[config.mk]
export PLATFORM = sky130hd
export DESIGN_NAME = pdm_sample_modulator
export DESIGN_NICKNAME = d
export VERILOG_FILES = /design/src/rtl/audio_pkg.sv /design/src/rtl/sample_fifo.sv /design/src/rtl/pdm_sample_modulator.sv
export SDC_FILE = /design/constraint.sdc
export NUM_CORES = 1
export LEC_CHECK = 0
export ABC_AREA = 1
export ABC_CLOCK_PERIOD_IN_PS = 2740
export CELL_PAD_IN_SITES_DETAIL_PLACEMENT = 0
export CELL_PAD_IN_SITES_GLOBAL_PLACEMENT = 1
export CORE_ASPECT_RATIO = 0.8
export CORE_MARGIN = 4
export CORE_UTILIZATION = 46
export DETAILED_ROUTE_END_ITERATION = 12
export GPL_TIMING_DRIVEN = 0
export MAX_ROUTING_LAYER = met4
export PLACE_DENSITY = 0.85
export SYNTH_ARGS = -nofsm -noshare
export SYNTH_HDL_FRONTEND = slang
export SYNTH_HIERARCHICAL = 1
export SYNTH_SLANG_ARGS = --single-unit
[constraint.sdc]
create_clock -name clk -period 2.74 [get_ports clk]
set_input_delay 0.411 -clock clk [delete_from_list [all_inputs] [get_ports clk]]
set_output_delay 0.411 -clock clk [all_outputs]
set_load 0.005 [all_outputs]
[src/rtl/audio_pkg.sv]
// Constants shared by the audio output path: default sample width, mid-scale
// code and the dither LFSR seed/taps.
package audio_pkg;

   localparam int          DEFAULT_SAMPLE_W = 8;
   localparam int          MIDSCALE         = 2 ** (DEFAULT_SAMPLE_W - 1);
   localparam logic [15:0] LFSR_SEED        = 16'hACE1;
   // Taps 16,14,13,11 expressed as a bit mask over lfsr[15:0]
   localparam logic [15:0] LFSR_TAPS        = 16'hB400;

   function automatic logic [15:0] lfsr_step(input logic [15:0] state);
      return {state[14:0], ^(state & LFSR_TAPS)};
   endfunction

endpackage

[src/rtl/sample_fifo.sv]
// Small synchronous FIFO with occupancy-derived full/empty and a
// combinational head read so a pop can be consumed on the same edge.
module sample_fifo #(
   parameter int WIDTH = 8,
   parameter int DEPTH = 4
) (
   input  logic                   clk,
   input  logic                   rst_n,
   input  logic                   push,
   input  logic [WIDTH-1:0]       wr_data,
   input  logic                   pop,
   output logic [WIDTH-1:0]       rd_data,
   output logic                   full,
   output logic                   empty,
   output logic [$clog2(DEPTH):0] level
);

   localparam int AW = $clog2(DEPTH);

   logic [WIDTH-1:0] mem [DEPTH];
   logic [AW-1:0]    wr_ptr_reg;
   logic [AW-1:0]    rd_ptr_reg;
   logic [AW:0]      level_reg;
   logic             push_ok;
   logic             pop_ok;

   assign full    = (level_reg == (AW+1)'(DEPTH));
   assign empty   = (level_reg == '0);
   assign push_ok = push && !full;
   assign pop_ok  = pop && !empty;
   assign rd_data = mem[rd_ptr_reg];
   assign level   = level_reg;

   always_ff @(posedge clk) begin
      if (push_ok)
         mem[wr_ptr_reg] <= wr_data;
   end

   // Pointers wrap naturally because DEPTH is a power of two
   always_ff @(posedge clk or negedge rst_n) begin
      if (!rst_n) begin
         wr_ptr_reg <= '0;
         rd_ptr_reg <= '0;
         level_reg  <= '0;
      end else begin
         if (push_ok)
            wr_ptr_reg <= wr_ptr_reg + 1'b1;
         if (pop_ok)
            rd_ptr_reg <= rd_ptr_reg + 1'b1;
         case ({push_ok, pop_ok})
            2'b10:   level_reg <= level_reg + 1'b1;
            2'b01:   level_reg <= level_reg - 1'b1;
            default: level_reg <= level_reg;
         endcase
      end
   end

endmodule

[src/rtl/pdm_sample_modulator.sv]
// PCM-to-PDM output stage: FIFO-buffered samples released every OSR clocks
// into a first-order error-feedback modulator. Optional dither: PDM_DITHER_EN.
module pdm_sample_modulator
   import audio_pkg::*;
#(
   parameter int SAMPLE_W   = DEFAULT_SAMPLE_W,
   parameter int OSR        = 256,
   parameter int FIFO_DEPTH = 4
) (
   input  logic                        clk,
   input  logic                        rst_n,
   input  logic                        ena,
   input  logic                        s_valid,
   input  logic [SAMPLE_W-1:0]         s_data,
   output logic                        s_ready,
   output logic                        pdm_out,
   output logic                        underrun,
   output logic [$clog2(FIFO_DEPTH):0] fifo_level
);

   localparam int                CNT_W     = $clog2(OSR);
   localparam logic [CNT_W-1:0]  TICK_LAST = CNT_W'(OSR - 1);

   logic [CNT_W-1:0]    tick_cnt_reg;
   logic [SAMPLE_W-1:0] cur_sample_reg;
   logic [SAMPLE_W-1:0] acc_reg;
   logic                pdm_reg;
   logic [SAMPLE_W-1:0] fifo_head;
   logic                fifo_full;
   logic                fifo_empty;
   logic                tick;
   logic                pop;
   logic                dither;
   logic [SAMPLE_W:0]   acc_next;

   sample_fifo #(
      .WIDTH (SAMPLE_W),
      .DEPTH (FIFO_DEPTH)
   ) u_fifo (
      .clk     (clk),
      .rst_n   (rst_n),
      .push    (s_valid && s_ready),
      .wr_data (s_data),
      .pop     (pop),
      .rd_data (fifo_head),
      .full    (fifo_full),
      .empty   (fifo_empty),
      .level   (fifo_level)
   );

   assign s_ready  = !fifo_full;
   assign tick     = ena && (tick_cnt_reg == TICK_LAST);
   assign pop      = tick && !fifo_empty;
   assign underrun = tick && fifo_empty;
   assign pdm_out  = pdm_reg;

`ifdef PDM_DITHER_EN
   logic [15:0] lfsr_reg;

   always_ff @(posedge clk or negedge rst_n) begin
      if (!rst_n)
         lfsr_reg <= LFSR_SEED;
      else if (ena)
         lfsr_reg <= lfsr_step(lfsr_reg);
   end

   assign dither = lfsr_reg[0];
`else
   assign dither = 1'b0;
`endif

   // The carry out of acc + sample is the PDM bit; the low bits are the error
   assign acc_next = {1'b0, acc_reg} + {1'b0, cur_sample_reg} + (SAMPLE_W+1)'(dither);

   always_ff @(posedge clk or negedge rst_n) begin
      if (!rst_n) begin
         tick_cnt_reg   <= '0;
         cur_sample_reg <= '0;
         acc_reg        <= '0;
         pdm_reg        <= 1'b0;
      end else if (ena) begin
         tick_cnt_reg <= tick ? '0 : tick_cnt_reg + 1'b1;
         if (pop)
            cur_sample_reg <= fifo_head;
         acc_reg <= acc_next[SAMPLE_W-1:0];
         pdm_reg <= acc_next[SAMPLE_W];
      end else begin
         pdm_reg <= 1'b0;
      end
   end

endmodule
# Word level (Yosys, flattened, before mapping)
# Memory sizes are Yosys's and may differ from the RTL's. A register that Yosys moved wholly into a read port is not among the register bits.
# Cells that the tools add are included.
# Widths: inputs -> output; s select.
[op_classes] n_lt_le_gt_ge=0 n_div=0 multipliers=0 n_mux=5 eq_ne=4 shift=0 n_addsub=6 n_bitwise=0 n_reduce_logical=12
[ops] op="$add 8x8->9" n=1
[ops] op="$add 8x1->8 const B" n=1
[ops] op="$eq 8x8->1 const B" n=1
[ops] op="$mux 8" n=1
[ops] op="$logic_and 1x1->1" n=6
[ops] op="$pmux 3 s2" n=1
[ops] op="$add 2x1->2 const B" n=2
[ops] op="$add 3x1->3 const B" n=1
[ops] op="$eq 3x3->1 const B" n=1
[ops] op="$logic_not 1->1" n=3
[ops] op="$logic_not 3->1" n=1
[ops] op="$mux 1" n=3
[ops] op="$sub 3x1->3 const B" n=1
[ops] op="$eq 2x1->1 const B" n=1
[ops] op="$eq 2x2->1 const B" n=1
[ops] op="$reduce_and 2->1" n=1
[ops] op="$reduce_bool 2->1" n=1
[totals] out_inout_bits=6 ram_bits=32 mem_bits_ro=0 reg_bits=24 n_memories=1 latch_bits=0
[memory_table] memory="u_fifo.mem" depth=4 word_bits=8 rd=1 rd_ports_with_merged_regs=1 write_ports=1 line_no="sample_fifo.sv:20" text="logic [WIDTH-1:0] mem [DEPTH];"

# Longest topological paths before layout
# Gate-level depths: netlist (run 1).
[depth] ltp_word=6 mapped_depth=15 mapped_depth_nobuf=15

# Cells and area by module
# Netlist (run 1), hierarchy kept.
[by_module_without_submodules] module="sample_fifo" seq_area_each_um2=1136.1 area_per_inst_um2=1741.7 instances=1 cells_per_inst=154
[by_module_without_submodules] module="pdm_sample_modulator" seq_area_each_um2=625.6 area_per_inst_um2=1390.1 instances=1 cells_per_inst=174

# Least setup slack after synthesis (run 1)
# OpenSTA, ideal clock, no wires.
[synth_timing] kind="register -> register" start="register u_fifo.level_reg[0] (netlist: u_fifo/level[0])" end="register u_fifo.level_reg[2] (netlist: u_fifo/level[2])" slack_ns=0.594 synth_period_minus_slack_ns=2.146 setup_ns=0.117 t_arrival_ns=2.029 t_required_ns=2.623 stages_incl_launch_ff=15 cell_sequence="dfrtp_1 inv_1 nand3_1 inv_1 clkbuf_1 nor2_4 nand2_1 inv_1 ha_1 inv_1 fa_1 nand2_1 nand3_1 nand2_1 nand2_1"
[synth_between] elab_chain_len=6 elab_cells_between_ends=14 cone_classes="add/sub (2); eq/ne (3); mux (1); reduce/logical (8)"
[synth_rtl] item="start, declared" line_no="sample_fifo.sv:23" text="logic [AW:0] level_reg;"
[synth_rtl] item="start signal, assigned" line_no="sample_fifo.sv:51" text="2'b10: level_reg <= level_reg + 1'b1;"
[synth_rtl] item="start signal, assigned" line_no="sample_fifo.sv:52" text="2'b01: level_reg <= level_reg - 1'b1;"
[synth_rtl] item="start signal, assigned" line_no="sample_fifo.sv:53" text="default: level_reg <= level_reg;"
[synth_rtl] item="$logic_not 3->1 (*)" line_no="sample_fifo.sv:28" text="assign empty = (level_reg == '0);"
[synth_rtl] item="net fifo_empty" line_no="pdm_sample_modulator.sv:30" text="logic fifo_empty;"
[synth_rtl] item="$logic_not 1->1 (*)" line_no="pdm_sample_modulator.sv:53" text="assign pop = tick && !fifo_empty;"
[synth_rtl] item="$logic_and 1x1->1 (*)" line_no="pdm_sample_modulator.sv:53"
[synth_rtl] item="net pop" line_no="pdm_sample_modulator.sv:32" text="logic pop;"
[synth_rtl] item="$logic_and 1x1->1 (*)" line_no="sample_fifo.sv:30" text="assign pop_ok = pop && !empty;"
[synth_rtl] item="net u_fifo.pop_ok" line_no="sample_fifo.sv:25" text="logic pop_ok;"
[synth_rtl] item="$eq 2x1->1 or $eq 2x2->1 (tied branches)" line_no="sample_fifo.sv:50" text="case ({push_ok, pop_ok})"
[synth_rtl] item="$pmux 3 s2 or $reduce_bool 2->1 (tied branches)"
# The timed path passes the listed nets; every way through them passes the cells marked *.
# A chain may end at the register's enable or synchronous reset.

# Final worst setup path (run 1)
[layout_timing] start="input port ena" end="register u_fifo.level_reg[2] (netlist: u_fifo/level[2])"
[layout_between] elab_chain_len=5 elab_cells_between_ends=7 cone_classes="eq/ne (2); mux (1); reduce/logical (4)"
[layout_rtl] item="start, declared" line_no="pdm_sample_modulator.sv:12" text="input logic ena,"
[layout_rtl] item="$logic_and 1x1->1 (*)" line_no="pdm_sample_modulator.sv:52" text="assign tick = ena && (tick_cnt_reg == TICK_LAST);"
[layout_rtl] item="$logic_and 1x1->1 (*)" line_no="pdm_sample_modulator.sv:53"
[layout_rtl] item="net pop" line_no="pdm_sample_modulator.sv:32"
[layout_rtl] item="$logic_and 1x1->1 (*)" line_no="sample_fifo.sv:30"
[layout_rtl] item="net u_fifo.pop_ok" line_no="sample_fifo.sv:25"
[layout_rtl] item="$eq 2x1->1 or $eq 2x2->1 (tied branches)" line_no="sample_fifo.sv:50"
[layout_rtl] item="$pmux 3 s2 or $reduce_bool 2->1 (tied branches)"
# Marked as above.

==> impl_metrics.py, run 1 <==
metrics = {
    "run_status": {
        "outcome": "complete, no violations",
    },
    "synthesis": {
        "yosys_warnings": 6,
        "synth_async_sr_flop_share_pct": 50.0,
        "yosysTopAreaCell": "edfxtp_1",
        "yosysSeqAreaShare_pct": 56.3,
        "synth_top_family_by_area": "simple AND/OR/NAND/NOR gates",
        "avgSynthCellArea_um2": 9.55,
        "synth_cell_types": 28,
        "synth_compound_area_share_pct": 7.75,
        "synth.top_cells.by_area": "edfxtp_1, dfrtp_1, nand2_1, inv_1, ha_1",
        "synthesis.nets": 356,
        "netlist_instances": 328,
        "synthesis.area_um2": 3130,
        "synth.most_common_cell": "nand2_1",
        "synthMuxAreaShare_pct": 0,
        "synthFlopType": "edfxtp_1",
        "netlist_top_cells_count": "nand2_1, inv_1, dfrtp_1, edfxtp_1, nand3_1",
        "synth_fa_ha_area_share_pct": 6.87,
        "synthXorXnorAreaFrac_pct": 1.12,
        "ys_ff_latch": 64,
        "post-synth-top-area-fraction_pct": 30.7,
        "synth_edf_count": 32,
        "yosys.area_share.simple_pct": 19.3,
    },
    "power_and_ir_drop": {
        "power_density_nw_per_um2": 889,
        "ir_worst_vdd_mv": 0.434,
        "p_leak_uw": 0.00174,
    },
    "clocking": {
        "clkLatencyLatePin_ns": 0.34,
        "htree_num_levels": 3,
        "clkSlewWorstSetupHoldPaths_ns": 0.08,
        "cts_tree": "done",
        "cts-root-buf": "clkbuf_8",
        "numCtsBuffers": 9,
        "post-cts-setup-buffers": 0,
        "cts.sinks": 64,
        "cts_buffer_depth": 2,
    },
    "cells_and_area": {
        "fin_cells": 444,
        "largest_reg_flops": 32,
        "largest_register": "u_fifo/mem",
        "final_area_um2": 3570,
        "syn2layout_area_growth_pct": 14.0,
        "fin_nets": 383,
        "diodes": 0,
        "drive_above_1_share_pct": 8.89,
    },
    "place": {
        "place_congestion": 0.762,
        "placed_cell_area_um2": 3400,
        "portBuffers": 17,
        "placedCellCount": 429,
        "dpl.hpwl_um": 3960,
        "place_worst_setup_slack_ns": -0.0897,
    },
    "die": {
        "dieArea_um2": 8200,
        "die-height_um": 81.8,
        "rows": 26,
        "die_w_um": 100,
        "core_um2": 6510,
        "start_util_pct": 48.1,
        "pin_count": 18,
    },
    "sta": {
        "hold_slack_ns": 0.115,
        "max_slew_margin_pct": 43.2,
        "period_needed_ns": 2.50,
        "hold_viol_final": 0,
        "worst_slew_pin_slew_ns": 0.849,
        "max_freq_ghz": 0.400,
        "rsz0062_at_grt": "false",
        "maxSlewViolCount": 0,
        "setup_viol": 0,
        "clock_skew_ns": 0.00848,
        "post-route-period-util_pct": 91.3,
        "setup_ws_ns": 0.238,
    },
    "drt": {
        "postRouteAntennaNets": 0,
        "drt_iter0_drc": 76,
        "drc_errors": 0,
        "viasPerCell": 4.90,
        "routed_wl_um": 5760,
        "wire_per_inst_um": 13.0,
        "vias": 2176,
        "firstDrtPassIters": 4,
    },
    "critical_path": {
        "critPathCaptureType": "register",
        "cpLargestDelayFamily": "simple AND/OR/NAND/NOR gates",
        "cp_max_fo": 12,
        "crit_chain": "clkdlybuf4s50_1, nand3_2, nor2_4, nand2_2, nor2_4, nand2_1, inv_1, ha_1, inv_1, fa_1, nand2_1, nand3_1, nand2_1, nand2_1",
        "path_buf_inv": 3,
        "critical_path_required_ns": 2.97,
        "cpPeakStageDelay_ns": 0.56,
        "crit_top_cell": "nand2_1",
        "timing_worst_setup_path_type": "input port to register",
        "crit_slowest_cell": "clkdlybuf4s50_1",
        "worstPathArrival_ns": 2.74,
        "start_kind": "input port",
        "reg2reg_setup_slack_ns": 0.29,
    },
    "global_route": {
        "grt_max_degree": 33,
        "grt_pass1_wl_um": 9820,
        "grt.total_usage_pct": 16.3,
        "grt_overflow": 0,
        "grt_antenna_before_repair": 0,
        "grt_pass1_vias": 2125,
    },
    "hold_path": {
        "hold_class": "input port to async pin",
    },
    "run": {
        "maxCapViolations": 0,
    },
}
==> cell type report <==
cell class	count	area (um^2)
timing repair buffer	17	165
clock inverter	7	48.8
multi-input combinational	201	1100
sequential	64	1760
clock buffer	9	124
inverter	55	206
buffer	7	62.6
fill	569	2940
tap	84	105
==> metrics by stage <==
stage / setup TNS [ns] / util (%) / total power [uW]
after floorplan: 0 / - / 2180
after global placement: -0.0392 / 52.4 / 2470
after detailed placement: -0.0897 / 52.3 / 2500
after CTS: 0 / 54.9 / 3220
after global routing: 0 / 54.9 / 3430
final: 0 / 54.9 / 3180
==> layout by cell type, fill, tap and decap left out, types with 3 or more instances in the layout <==
master           instances
buf_6                    3
o21ai_0                  7
nor2_1                  13
clkdlybuf4s50_1         16
nand3_1                 18
o21ai_1                  7
nand2_1                 97
edfxtp_1                32
or2_2                    3
a21oi_1                  9
dfrtp_1                 32
clkbuf_8                10
inv_1                   53
clkinvlp_4               4
ha_1                    14
o211ai_1                16
==> final timing paths <==
| check | cells after the start | start | end |
|---|---|---|---|
| min | 1 | rst_n | acc_reg[2]$_DFFE_PN0P_ |
| max in group asynchronous | 1 | rst_n | u_fifo/rd_ptr_reg[1]$_DFFE_PN0P_ |
| max reg2reg | 14 | tick_cnt_reg[0]$_DFFE_PN0P_ | u_fifo/level[2]$_DFFE_PN0P_ |
| min reg2reg | 2 | acc_reg[6]$_DFFE_PN0P_ | acc_reg[6]$_DFFE_PN0P_ |
| max | 14 | ena | u_fifo/level[2]$_DFFE_PN0P_ |
| min in group clk | 2 | acc_reg[6]$_DFFE_PN0P_ | acc_reg[6]$_DFFE_PN0P_ |
==> layer usage <==
metal | routed length [um] | GRT usage [%] | vias up
met5 | 0 | - | -
li1 | - | - | 1115
met2 | 2560 | 24.7 | 33
met1 | 2890 | 20.6 | 1023
met3 | 229 | 4.92 | 5
met4 | 86 | 6.73 | 0
==> where the power goes <==
part	internal [uW]	switching, uW	total, uW
sequential	1290	154	1440
combinational	411	624	1040
clock	325	375	699
total	2020	1150	3180
==> cells by family after synthesis <==
group | Yosys count
AO/OA/AOI/OAI | 40
AND/OR/NAND/NOR | 141
adder cells (fa/ha/maj) | 16
buffers and inverters | 63
flip-flops | 64
XOR/XNOR | 4
==> repair_timing <==
item / CTS / global route
resized for setup: 0 / 0
hold buffers: 0 / 0
setup endpoints to repair: 0 / 1
(Power assumes the default switching activity.)
==> inputs of run 2 (changes only) <==
--- a/config.mk
+++ b/config.mk
@@ -5,17 +5,17 @@
 export SDC_FILE = /design/constraint.sdc
 export NUM_CORES = 1
 export LEC_CHECK = 0
-export ABC_AREA = 1
+export ABC_AREA = 0
 export ABC_CLOCK_PERIOD_IN_PS = 2740
 export CELL_PAD_IN_SITES_DETAIL_PLACEMENT = 0
 export CELL_PAD_IN_SITES_GLOBAL_PLACEMENT = 1
 export CORE_ASPECT_RATIO = 0.8
 export CORE_MARGIN = 4
-export CORE_UTILIZATION = 46
+export CORE_UTILIZATION = 49
 export DETAILED_ROUTE_END_ITERATION = 12
 export GPL_TIMING_DRIVEN = 0
 export MAX_ROUTING_LAYER = met4
-export PLACE_DENSITY = 0.85
+export PLACE_DENSITY = 0.84
 export SYNTH_ARGS = -nofsm -noshare
 export SYNTH_HDL_FRONTEND = slang
 export SYNTH_HIERARCHICAL = 1
==> impl_metrics.py, run 2 <==
metrics = {
    "drt": {
        "postRouteAntennaNets": 0,
        "firstDrtPassIters": 4,
        "drc_errors": 0,
        "wire_per_inst_um": 14.4,
        "routed_wl_um": 4620,
        "vias": 1670,
        "viasPerCell": 5.20,
        "drt_iter0_drc": 58,
    },
    "die": {
        "die_w_um": 95.5,
        "rows": 25,
        "start_util_pct": 50.8,
        "pin_count": 18,
        "core_um2": 5910,
        "die-height_um": 78.0,
        "dieArea_um2": 7450,
    },
    "cells_and_area": {
        "syn2layout_area_growth_pct": 15.1,
        "final_util_pct": 58.4,
        "layout_common_cells": "dfrtp_1, edfxtp_1, clkdlybuf4s50_1",
        "diodes": 0,
        "multiInputGateArea_um2": 1160,
        "ff_latch_area_um2": 1760,
        "fin_nets": 263,
        "largest_register": "u_fifo/mem",
        "largest_reg_flops": 32,
        "drive_above_1_share_pct": 20.4,
        "fillCellCount": 460,
    },
    "synthesis": {
        "synth_cell_types": 46,
        "synthesis.area_um2": 3000,
        "synth_fa_ha_area_share_pct": 7.17,
        "yosysTopAreaCell": "edfxtp_1",
        "netlist_top_cells_count": "dfrtp_1, edfxtp_1, ha_1, inv_1, mux2_2",
        "post-synth-top-area-fraction_pct": 32.0,
        "synth_edf_count": 32,
        "ys_ff_latch": 64,
        "synthesis.nets": 235,
        "yosys_warnings": 6,
        "netlist_instances": 207,
        "synth_compound_area_share_pct": 6.26,
        "synth_top_family_by_area": "multiplexers",
        "synth.top_cells.by_area": "edfxtp_1, dfrtp_1, mux4_2, ha_1, mux2_2",
        "yosys.area_share.simple_pct": 10.1,
        "synth_async_sr_flop_share_pct": 50.0,
        "synthFlopType": "edfxtp_1",
        "synthMuxAreaShare_pct": 11.7,
        "yosysSeqAreaShare_pct": 58.7,
        "synthXorXnorAreaFrac_pct": 3.50,
        "avgSynthCellArea_um2": 14.5,
    },
    "run": {
        "maxCapViolations": 0,
    },
    "clocking": {
        "clkLatencyLatePin_ns": 0.33,
        "clkSlewWorstSetupHoldPaths_ns": 0.07,
        "cts_resized": 0,
        "cts-root-buf": "clkbuf_8",
        "numCtsBuffers": 9,
        "cts.sinks": 64,
        "cts_buffer_depth": 2,
        "htree_num_levels": 3,
        "cts_tree": "done",
        "holdBufCountCts": 0,
        "post-cts-setup-buffers": 0,
    },
    "global_route": {
        "grt.total_usage_pct": 14.9,
        "met1_usage_pct": 18.6,
        "grt_antenna_before_repair": 0,
        "grt_max_degree": 33,
        "met3_usage_pct": 4.94,
        "grt_pass1_wl_um": 8060,
        "grt_pass1_vias": 1747,
        "busiest_layer": "met2",
        "grt_overflow": 0,
        "grt.met2_usage_pct": 22.4,
    },
    "sta": {
        "max_slew_margin_pct": 53.0,
        "clock_skew_ns": 0.00657,
        "maxSlewViolCount": 0,
        "period_needed_ns": 2.43,
        "hold_viol_final": 0,
        "post-route-period-util_pct": 88.7,
        "fin_setup_tns_ns": 0,
        "max_freq_ghz": 0.411,
        "setup_ws_ns": 0.309,
        "setup_viol": 0,
        "worst_slew_pin_slew_ns": 0.705,
        "rsz0062_at_grt": "false",
    },
    "place": {
        "dpl.hpwl_um": 3280,
        "portBuffers": 16,
        "place_congestion": 0.720,
        "place_worst_setup_slack_ns": 0.102,
    },
    "critical_path": {
        "cp_max_fo": 4,
        "r2r_cells": 10,
        "timing_worst_setup_path_type": "register to output pin",
        "worstPathArrival_ns": 2.02,
        "reg2reg_setup_slack_ns": 0.50,
        "start_kind": "register",
        "r2r-end": "u_fifo/level[2]$_DFFE_PN0P_",
        "r2r-start": "tick_cnt_reg[0]$_DFFE_PN0P_",
        "critPathCaptureType": "output pin",
        "critical_path_required_ns": 2.33,
    },
    "power_and_ir_drop": {
        "power_density_nw_per_um2": 868,
        "ir_worst_vdd_mv": 0.533,
        "p_leak_uw": 0.00137,
    },
    "run_status": {
        "outcome": "complete, no violations",
    },
    "hold_path": {
        "hold_class": "input port to async pin",
    },
}
run 2: worst max-delay path, stage by stage (launching register included):
cell             delay (ns)
dfrtp_1                0.39
ha_1                   0.27
nand4_4                0.14
nor2_1                 0.24
and2_1                 0.16
clkdlybuf4s50_1        0.49
run 2: layout make-up:
type	instances	share of cell area, %
Buffer	5	0.725
Clock buffer	11	3.81
Clock inverter	5	1.63
Inverter	14	1.52
Multi-Input combinational cell	124	33.6
Sequential cell	64	51.0
Tap cell	81	2.94
Timing Repair Buffer	17	4.71
run 2: cells by family (layout without fill, tap and decap cells):
kind of cell | after synthesis | count (layout)
xor gates and xnor gates | 12 | 12
DFF | 64 | 64
and+or+nand+nor | 46 | 46
AOI/OAI and AO/OA | 27 | 27
buffers and inverters | 19 | 52
muxes | 23 | 23
adders and majority gates | 16 | 16
run 2: per-layer routing:
layer / up-vias / part of all wire, %
li1: 825 / -
met1: 811 / 48
met2: 27 / 46
met3: 7 / 4.2
met4: 0 / 1.1
met5: - / 0
run 2: worst max path at each step:
stage / startpoint / endpoint / slack, ns
4_1_cts: tick_cnt_reg[0]$_DFFE_PN0P_ / u_fifo/level[2]$_DFFE_PN0P_ / 0.1
2_1_floorplan: tick_cnt_reg[0]$_DFFE_PN0P_ / u_fifo/level[2]$_DFFE_PN0P_ / 0.39
3_3_place_gp: tick_cnt_reg[0]$_DFFE_PN0P_ / u_fifo/level[2]$_DFFE_PN0P_ / 0.16
6_report: tick_cnt_reg[0]$_DFFE_PN0P_ / underrun / 0.31
3_5_place_dp: tick_cnt_reg[0]$_DFFE_PN0P_ / u_fifo/level[2]$_DFFE_PN0P_ / 0.10
5_1_grt: tick_cnt_reg[0]$_DFFE_PN0P_ / underrun / 0.14
run 2: where the power goes:
| group | total (uW) | internal, uW | switching [uW] |
|---|---|---|---|
| sequential | 1420 | 1260 | 157 |
| clock | 761 | 420 | 340 |
| combinational | 817 | 415 | 402 |
| total | 3000 | 2100 | 899 |
run 2: metrics by stage:
step | hold slack [ns] | total power (uW) | std cells | cell area [um^2]
finish | 0.123 | 3000 | 321 | 3450
global route | 0.174 | 3210 | 321 | 3450
CTS | 0.135 | 3040 | 320 | 3440
detailed placement | 0.476 | 2260 | 304 | 3260
global placement | 0.476 | 2240 | 304 | 3260
floorplan | 0.115 | 2020 | 207 | 3000
